**config.mk**
```make
export PLATFORM = sky130hd
export DESIGN_NAME = segment_scan_reader
export DESIGN_NICKNAME = d
export VERILOG_FILES = /design/src/rtl/segment_scan_reader.sv
export SDC_FILE = /design/constraint.sdc
export NUM_CORES = 1
export LEC_CHECK = 0
export CAP_MARGIN = 20
export CELL_PAD_IN_SITES_DETAIL_PLACEMENT = 0
export CELL_PAD_IN_SITES_GLOBAL_PLACEMENT = 1
export CORE_UTILIZATION = 47
export CTS_BUF_LIST = sky130_fd_sc_hd__clkbuf_2 sky130_fd_sc_hd__clkbuf_4 sky130_fd_sc_hd__clkbuf_8
export DETAILED_ROUTE_END_ITERATION = 8
export MAX_ROUTING_LAYER = met4
export PLACE_DENSITY_LB_ADDON = 0.1
export SETUP_SLACK_MARGIN = 0.4
export SLEW_MARGIN = 30
export SYNTH_ARGS = -nofsm -noshare
export SYNTH_HDL_FRONTEND = slang
export SYNTH_SLANG_ARGS = --single-unit
```
**constraint.sdc**
```tcl
create_clock -name clk -period 2.15 [get_ports clk]
set_input_delay 0.215 -clock clk [delete_from_list [all_inputs] [get_ports clk]]
set_output_delay 0.215 -clock clk [all_outputs]
set_load 0.1 [all_outputs]
```
**src/rtl/segment_scan_reader.sv**
```systemverilog
// segment_scan_reader: recovers hex digits from a scanned active-low 7-segment bus and delivers frames on valid/ready
// Ports: clk, rst (async, active-high); seg_n {a..g} active-low; an_n per-digit enable active-low;
//        value_o nibble per digit; invalid_o per-digit bad-pattern flag; valid_o/ready_i frame handshake;
//        overrun_o sticky dropped-frame flag.
// Build option: define SEG_SYNC_EN to pass seg_n/an_n through a 2-flop synchroniser (adds 2 cycles of latency).
module segment_scan_reader #(
  parameter int NUM_DIGITS    = 4,
  parameter int STABLE_CYCLES = 4
) (
  input  logic                    clk,
  input  logic                    rst,
  input  logic [6:0]              seg_n,
  input  logic [NUM_DIGITS-1:0]   an_n,
  output logic [4*NUM_DIGITS-1:0] value_o,
  output logic [NUM_DIGITS-1:0]   invalid_o,
  output logic                    valid_o,
  input  logic                    ready_i,
  output logic                    overrun_o
);
  localparam int W  = NUM_DIGITS + 7;
  localparam int CW = $clog2(STABLE_CYCLES + 1);
  localparam logic [0:0] COLLECT = 1'b0;
  localparam logic [0:0] DELIVER = 1'b1;
  logic [W-1:0] pins;
`ifdef SEG_SYNC_EN
  logic [W-1:0] sync1_q, sync2_q;
  always_ff @(posedge clk or posedge rst)
    if (rst) begin
      sync1_q <= '1;
      sync2_q <= '1;
    end else begin
      sync1_q <= {an_n, seg_n};
      sync2_q <= sync1_q;
    end
  assign pins = sync2_q;
`else
  assign pins = {an_n, seg_n};
`endif
  logic [W-1:0] s_q, s_d;
  logic [CW-1:0] cnt_q, cnt_d;
  logic [NUM_DIGITS-1:0] captured_q, captured_d, slot_inv_q, slot_inv_d, invalid_q, invalid_d;
  logic [4*NUM_DIGITS-1:0] slot_q, slot_d, value_q, value_d;
  logic [0:0] state_q, state_d;
  logic valid_q, valid_d, overrun_q, overrun_d;
  logic [NUM_DIGITS-1:0] an_s;
  logic [3:0] nib;
  logic bad, same, cap, deliver, load;
  assign an_s = pins[W-1:7];
  always_comb begin
    nib = 4'h0;
    bad = 1'b0;
    case (pins[6:0])
      7'b0000001: nib = 4'h0;
      7'b1001111: nib = 4'h1;
      7'b0010010: nib = 4'h2;
      7'b0000110: nib = 4'h3;
      7'b1001100: nib = 4'h4;
      7'b0100100: nib = 4'h5;
      7'b0100000: nib = 4'h6;
      7'b0001111: nib = 4'h7;
      7'b0000000: nib = 4'h8;
      7'b0000100: nib = 4'h9;
      7'b0001000: nib = 4'hA;
      7'b1100000: nib = 4'hB;
      7'b0110001: nib = 4'hC;
      7'b1000010: nib = 4'hD;
      7'b0110000: nib = 4'hE;
      7'b0111000: nib = 4'hF;
      default:    bad = 1'b1;
    endcase
  end
  // Strobe fires on the edge that saturates the stable counter, so once per stable interval.
  assign same    = pins == s_q;
  assign cap     = same && cnt_q == CW'(STABLE_CYCLES - 1) && $onehot(~an_s);
  assign deliver = state_q == DELIVER;
  assign load    = deliver && (!valid_q || ready_i);
  always_comb begin
    s_d        = pins;
    cnt_d      = !same ? CW'(1) : (cnt_q == CW'(STABLE_CYCLES) ? cnt_q : cnt_q + CW'(1));
    state_d    = (state_q == COLLECT && &captured_q) ? DELIVER : COLLECT;
    // Clear first so a capture in the delivery cycle counts toward the next frame.
    captured_d = deliver ? '0 : captured_q;
    slot_d     = slot_q;
    slot_inv_d = slot_inv_q;
    for (int k = 0; k < NUM_DIGITS; k++)
      if (cap && !an_s[k]) begin
        captured_d[k]     = 1'b1;
        slot_d[4*k +: 4]  = nib;
        slot_inv_d[k]     = bad;
      end
    value_d   = load ? slot_q : value_q;
    invalid_d = load ? slot_inv_q : invalid_q;
    valid_d   = load | (valid_q & ~ready_i);
    overrun_d = overrun_q | (deliver & ~load);
  end
  always_ff @(posedge clk or posedge rst)
    if (rst) begin
      s_q        <= '1;
      cnt_q      <= '0;
      captured_q <= '0;
      slot_q     <= '0;
      slot_inv_q <= '0;
      value_q    <= '0;
      invalid_q  <= '0;
      valid_q    <= 1'b0;
      overrun_q  <= 1'b0;
      state_q    <= COLLECT;
    end else begin
      s_q        <= s_d;
      cnt_q      <= cnt_d;
      captured_q <= captured_d;
      slot_q     <= slot_d;
      slot_inv_q <= slot_inv_d;
      value_q    <= value_d;
      invalid_q  <= invalid_d;
      valid_q    <= valid_d;
      overrun_q  <= overrun_d;
      state_q    <= state_d;
    end
  assign value_o   = value_q;
  assign invalid_o = invalid_q;
  assign valid_o   = valid_q;
  assign overrun_o = overrun_q;
endmodule

```
==> flow_metrics.env, run 1 <==
export IMPL_ys_seq_elements=61
export IMPL_crit_fanout=4
export IMPL_grt_pass1_vias=1915
export IMPL_grt_setup_unrepaired="true"
export IMPL_nets=301
export IMPL_path_cells="buf_6 -> fa_1 -> inv_1 -> ha_2 -> ha_4 -> nor2_4 -> nand3_4 -> nor3_4 -> buf_4 -> mux2_4"
export IMPL_grt_ovfl_total=0
export IMPL_n_antenna_cell=0
export IMPL_yosysTopAreaCell="dfrtp_1"
export IMPL_yosys_area_top_type_share_pct=43.3
export IMPL_placed_area_um2=3570
export IMPL_die_x_um=80.4
export IMPL_syn_area_um2=2890
export IMPL_placed_cells_incl_taps=339
export IMPL_synthArstFlopShare_pct=100
export IMPL_dp_hpwl_mm=4.24
export IMPL_yosysUniqueCellTypes=49
export IMPL_cts_sinks=61
export IMPL_crit_buf_inv=3
export IMPL_r2r_cells=6
export IMPL_yosys_most_used_dff="dfrtp_1"
export IMPL_ys_warn_count=0
export IMPL_worst_pin_slew_ns=0.696
export IMPL_grt_pass1_wl_mm=9.74
export IMPL_clk_latency_ns=0.34
export IMPL_synthCells=205
export IMPL_clock_skew_ns=0.0167
export IMPL_coreArea_um2=5920
export IMPL_htreeDepth=3
export IMPL_status="finished clean"
export IMPL_p_leak_uw=0.00189
export IMPL_wl_per_cell_um=16.6
export IMPL_setup_violations=0
export IMPL_grt_max_degree=33
export IMPL_ir_drop_uv=403
export IMPL_clockBufferDepth=2
export IMPL_power_density_nw_per_um2=649
export IMPL_fmax_mhz=482
export IMPL_track_usage_pct=21.3
export IMPL_fin_util_pct=65.7
export IMPL_fin_area_um2=3890
export IMPL_fin_crit_ns=2.08
export IMPL_critPathTopFamily="adder cells"
export IMPL_cts_buffers=9
export IMPL_cp_end_kind="register"
export IMPL_area_delta_synth_final_pct=34.7
export IMPL_clk_pin_slew_ns=0.06
export IMPL_rows=28
export IMPL_worstPathRequired_ns=2.36
export IMPL_gp_congestion=0.841
export IMPL_relSlewSlack_pct=53.5
export IMPL_crit_type="primary input to register"
export IMPL_max_stage_delay_ns=0.52
export IMPL_syn_avg_cell_area_um2=14.1
export IMPL_cts_tree="built"
export IMPL_setup_tns_ns=0
export IMPL_pin_count=36
export IMPL_crit_slowest_cell="fa_1"
export IMPL_hold_class="primary input to register"
export IMPL_detail_route_antenna_nets=0
export IMPL_synthTopCellsByArea="dfrtp_1 43%, dfstp_2 10%, mux2_2 9.0%"
export IMPL_drive_above_1_share_pct=55.2
export IMPL_syn_nets=225
export IMPL_via_per_inst=5.21
export IMPL_hold_viol=0
export IMPL_cp_depth=10
export IMPL_grt_antenna_before_repair=0
export IMPL_critPathArrivalTime_ns=2.28
export IMPL_die_h_um=80.4
export IMPL_hold_depth=2
export IMPL_power_total_uw=2530
export IMPL_period_share_pct=96.5
export IMPL_start_util_pct=48.8
export IMPL_synth_common_cells="50 x dfrtp_1, 23 x mux2_2, 16 x mux2_4"
export IMPL_final_max_slew_viol_count=0
export IMPL_regToRegSetupSlack_ns=0.13
export IMPL_firstDrtPassIters=4
export IMPL_num_vias=1882
export IMPL_yosysMostFrequentCell="dfrtp_1"
export IMPL_maxCapViolCount=0
export IMPL_final_cells=361
export IMPL_drt_initial_drc_count=73
export IMPL_drc=0
export IMPL_cts_root_buf="clkbuf_8"
export IMPL_critPathLaunchType="primary input"
export IMPL_portBuffers=35
export IMPL_dieArea_um2=6460
export IMPL_synth_edf_count=0
export IMPL_postRouteWirelength_mm=6.01
export IMPL_yosysSeqAreaShare_pct=53.3
-- area by class of cell --
| type | count | area (um^2) |
|---|---|---|
| clock buffer | 9 | 124 |
| clock inverter | 7 | 97.6 |
| fill | 447 | 2030 |
| inverter | 8 | 30.0 |
| multi-input combinational | 127 | 1360 |
| sequential | 61 | 1540 |
| tap | 75 | 93.8 |
| timing repair buffer | 74 | 647 |
-- per-layer routing --
| layer | share of wire [%] | vias to the layer above | GRT usage, % |
|---|---|---|---|
| met5 | 0 | - | - |
| li1 | - | 886 | - |
| met1 | 47 | 963 | 26.9 |
| met4 | 0.48 | 0 | 6.79 |
| met3 | 3.0 | 4 | 6.82 |
| met2 | 49 | 29 | 32.6 |
-- per-stage QoR --
step                hold slack [ns]  worst slack (ns)
global route                  0.114            0.0144
detailed placement            0.466            -0.536
floorplan                     0.219           -0.0367
global placement              0.461            -0.524
CTS                           0.118            0.0993
finish                        0.133            0.0749
-- layout by cell type (no fill, tap or decap), drive strengths merged, types with 3 or more instances in the layout --
cell	netlist	routed
buf	6	64
dfrtp	50	50
mux2	40	40
xor2	12	12
dfstp	11	11
clkbuf	3	9
clkdlybuf4s50	0	9
inv	8	9
nand3	7	7
nor3	7	7
nand2	6	6
nor2	5	5
ha	5	5
nor4	5	5
nand4	4	4
a21o	3	3
a21oi	3	3
nand2b	3	3
nor3b	3	3
-- power breakdown --
part	internal, uW	switching [uW]
combinational	100	123
sequential	1170	5.40
clock	656	476
-- worst paths after layout --
check                                                from                        end
worst max-delay path                              an_n[3]  slot_inv_q[2]$_DFFE_PP0P_
worst min-delay path                              an_n[3]          s_q[10]$_DFF_PP1_
worst max register to register           s_q[6]$_DFF_PP1_      slot_q[7]$_DFFE_PP0P_
worst min register to register  captured_q[3]$_DFFE_PP0P_  captured_q[3]$_DFFE_PP0P_
max in group asynchronous                             rst  slot_inv_q[2]$_DFFE_PP0P_
min in group asynchronous                             rst       cnt_q[1]$_DFFE_PP0P_
-- cells by family (layout without fill, tap and decap cells) --
| logic type | Yosys count | in the layout | synth area share (%) |
|---|---|---|---|
| AOI/OAI and AO/OA | 15 | 15 | 4.85 |
| xor gates and xnor gates | 14 | 14 | 4.24 |
| DFF | 61 | 61 | 53.3 |
| buffers and inverters | 17 | 98 | 2.77 |
| and+or+nand+nor | 52 | 52 | 14.3 |
| muxes | 40 | 40 | 17.7 |
| adders and majority gates | 6 | 6 | 2.86 |
-- registers in the layout, summed over array words and instances (netlist names) --
register and cells:
deliver 1, overrun_o 1, slot_q 16, invalid_o 4, valid_o 1, s_q 11, slot_inv_q 4, value_o 16
captured_q 4, cnt_q 3
-- timing repair --
item                                   in CTS  in global routing
buffers inserted                            5                  1
hold buffers                                0                  0
pin swaps                                   7                  4
setup endpoints to repair                  24                 26
gates resized for setup                    22                  3
endpoints found under the hold margin       0                  0
-- worst register-to-register path, cell delays in order (launching register included) --
cell	delay, ns
dfstp_2	0.54
xor2_2	0.08
nor4_4	0.39
nand3_4	0.19
nor3_4	0.26
buf_12	0.15
mux2_4	0.30
(Power assumes the default switching activity.)
==> inputs of run 2 (changes only) <==
CORE_MARGIN = 4   (was default)
==> run 2 against run 1 <==
Clock skew shrank 0.0066 ns. Die area increased by 15%. Cell count decreased by 1.4%. Register-to-register slack barely moved. Critical path depth is 4 lower. Sequential power about the same. Routed wire length decreased by 3.7%. Via count down 1.4%. Highest routed layer unchanged.
==> flow_metrics.env, run 2 (synthesis gave the netlist of run 1 again) <==
export IMPL_netSwitchingFraction_pct=25.7
export IMPL_hold_viol=0
export IMPL_setup_violations=0
export IMPL_detail_route_antenna_nets=0
export IMPL_p_seq_share_pct=51.6
export IMPL_rows=28
export IMPL_dieArea_um2=7460
export IMPL_clock_skew_ns=0.0101
export IMPL_p_int_uw=1690
export IMPL_cp_end_kind="register"
export IMPL_dp_hpwl_mm=4.43
export IMPL_die_h_um=86.4
export IMPL_grt_setup_unrepaired="true"
export IMPL_cts_root_buf="clkbuf_8"
export IMPL_n_antenna_cell=0
export IMPL_track_usage_pct=18.1
export IMPL_num_vias=1855
export IMPL_start_util_pct=48.5
export IMPL_final_max_slew_viol_count=0
export IMPL_cts_sinks=61
export IMPL_area_delta_synth_final_pct=30.9
export IMPL_power_total_uw=2270
export IMPL_highest_layer="met4"
export IMPL_via_per_inst=5.21
export IMPL_ir_drop_uv=318
export IMPL_coreArea_um2=5960
export IMPL_p_leak_uw=0.00184
export IMPL_portBuffers=35
export IMPL_pwr_share_comb_pct=9.8
export IMPL_status="finished clean"
export IMPL_cts_buffers=9
export IMPL_critPathLaunchType="register"
export IMPL_regToRegSetupSlack_ns=0.12
export IMPL_crit_type="register to register"
export IMPL_grt_antenna_before_repair=0
export IMPL_wl_met2_mm=2.97
export IMPL_placed_cells_incl_taps=338
export IMPL_drc=0
export IMPL_rr_startpoint="s_q[6]$_DFF_PP1_"
export IMPL_grt_pass1_wl_mm=10.2
export IMPL_firstDrtPassIters=4
export IMPL_grt_pass1_vias=2074
export IMPL_clk_pin_slew_ns=0.07
export IMPL_final_cell_mix="51 x buf_4, 49 x dfrtp_1, 20 x mux2_2, 20 x mux2_4"
export IMPL_pin_count=36
export IMPL_drive_above_1_share_pct=54.1
export IMPL_wl_per_cell_um=16.3
export IMPL_reg2reg_to="slot_inv_q[1]$_DFFE_PP0P_"
export IMPL_wl_met1_mm=2.45
export IMPL_netSwitchingPower_uw=585
export IMPL_fmax_mhz=493
export IMPL_route_met3_wl_um=252
export IMPL_grt_max_degree=33
export IMPL_clockBufferDepth=2
export IMPL_crit_path_start="s_q[6]$_DFF_PP1_"
export IMPL_worstPathRequired_ns=2.36
export IMPL_final_cells=356
export IMPL_power_density_nw_per_um2=601
export IMPL_layout_commonest_cell="buf_4"
export IMPL_grt_ovfl_total=0
export IMPL_relSlewSlack_pct=53.1
export IMPL_nFillCells=490
export IMPL_crit_fanout=6
export IMPL_clockPowerShare_pct=38.6
export IMPL_worst_pin_slew_ns=0.702
export IMPL_crit_end="slot_inv_q[1]$_DFFE_PP0P_"
export IMPL_nets=296
export IMPL_cts_tree="built"
export IMPL_critPathArrivalTime_ns=2.24
export IMPL_gp_congestion=0.875
export IMPL_htreeDepth=3
export IMPL_die_x_um=86.4
export IMPL_r2r_cells=6
export IMPL_setup_tns_ns=0
export IMPL_postRouteWirelength_mm=5.79
export IMPL_clk_latency_ns=0.33
export IMPL_fin_crit_ns=2.03
export IMPL_period_share_pct=94.3
export IMPL_maxCapViolCount=0
export IMPL_drt_initial_drc_count=61
export IMPL_hold_class="primary input to register"
[run 2: worst min path at each step]
stage,cells after the start,endpoint,startpoint
floorplan,0,s_q[0]$_DFF_PP1_,seg_n[0]
global placement,1,overrun_o$_DFF_PP0_,overrun_o$_DFF_PP0_
detailed placement,1,captured_q[3]$_DFFE_PP0P_,captured_q[3]$_DFFE_PP0P_
global route,2,s_q[8]$_DFF_PP1_,an_n[1]
finish,2,s_q[8]$_DFF_PP1_,an_n[1]
CTS,2,s_q[8]$_DFF_PP1_,an_n[1]
[run 2: cell type report]
| class | count | area [um^2] | share of cell area [%] |
|---|---|---|---|
| clock buffers | 9 | 124 | 3.27 |
| clock inverters | 7 | 51.3 | 1.36 |
| multi-input cells | 127 | 1340 | 35.4 |
| well taps | 75 | 93.8 | 2.48 |
| repair buffers | 69 | 603 | 15.9 |
| inverters | 8 | 30.0 | 0.794 |
| flip-flops and latches | 61 | 1540 | 40.8 |
[run 2: stage by stage]
step / cell area (um^2) / setup WS (ns) / util, % / hold WS [ns]
finish: 3780 / 0.122 / 63.5 / 0.130
floorplan: 2940 / -0.0367 / - / 0.219
global placement: 3580 / -0.515 / 60.1 / 0.463
global route: 3780 / 0.0503 / 63.5 / 0.123
detailed placement: 3580 / -0.584 / 60.1 / 0.469
CTS: 3760 / 0.110 / 63.2 / 0.115
[run 2: repair_timing]
| item | 4_1_cts | 5_1_grt |
|---|---|---|
| resized for setup | 16 | 2 |
| cloned | 0 | 0 |
| setup endpoints to repair | 24 | 24 |
| hold buffers | 0 | 0 |
| pin swaps | 6 | 3 |
| setup buffers | 1 | 1 |
[run 2: power groups by stage]
stage / Combinational (uW) / Clock [uW] / Sequential, uW
3_3_place_gp: 213 / 0 / 1190
2_1_floorplan: 123 / 0 / 1190
5_1_grt: 246 / 986 / 1170
3_5_place_dp: 222 / 0 / 1190
6_report: 223 / 877 / 1170
4_1_cts: 224 / 916 / 1170
[run 2: worst max-delay path, stage by stage, from the launching register on]
cell	delay, ns
dfstp_2	0.54
xor2_2	0.08
nor4_4	0.40
nand3_4	0.19
nor3_4	0.25
buf_12	0.15
mux2_4	0.29
[run 2: layer usage]
metal	up-vias	track usage, %
met5	-	-
met1	930	22.1
met4	0	7.37
met2	42	29.1
met3	11	4.18
li1	872	-
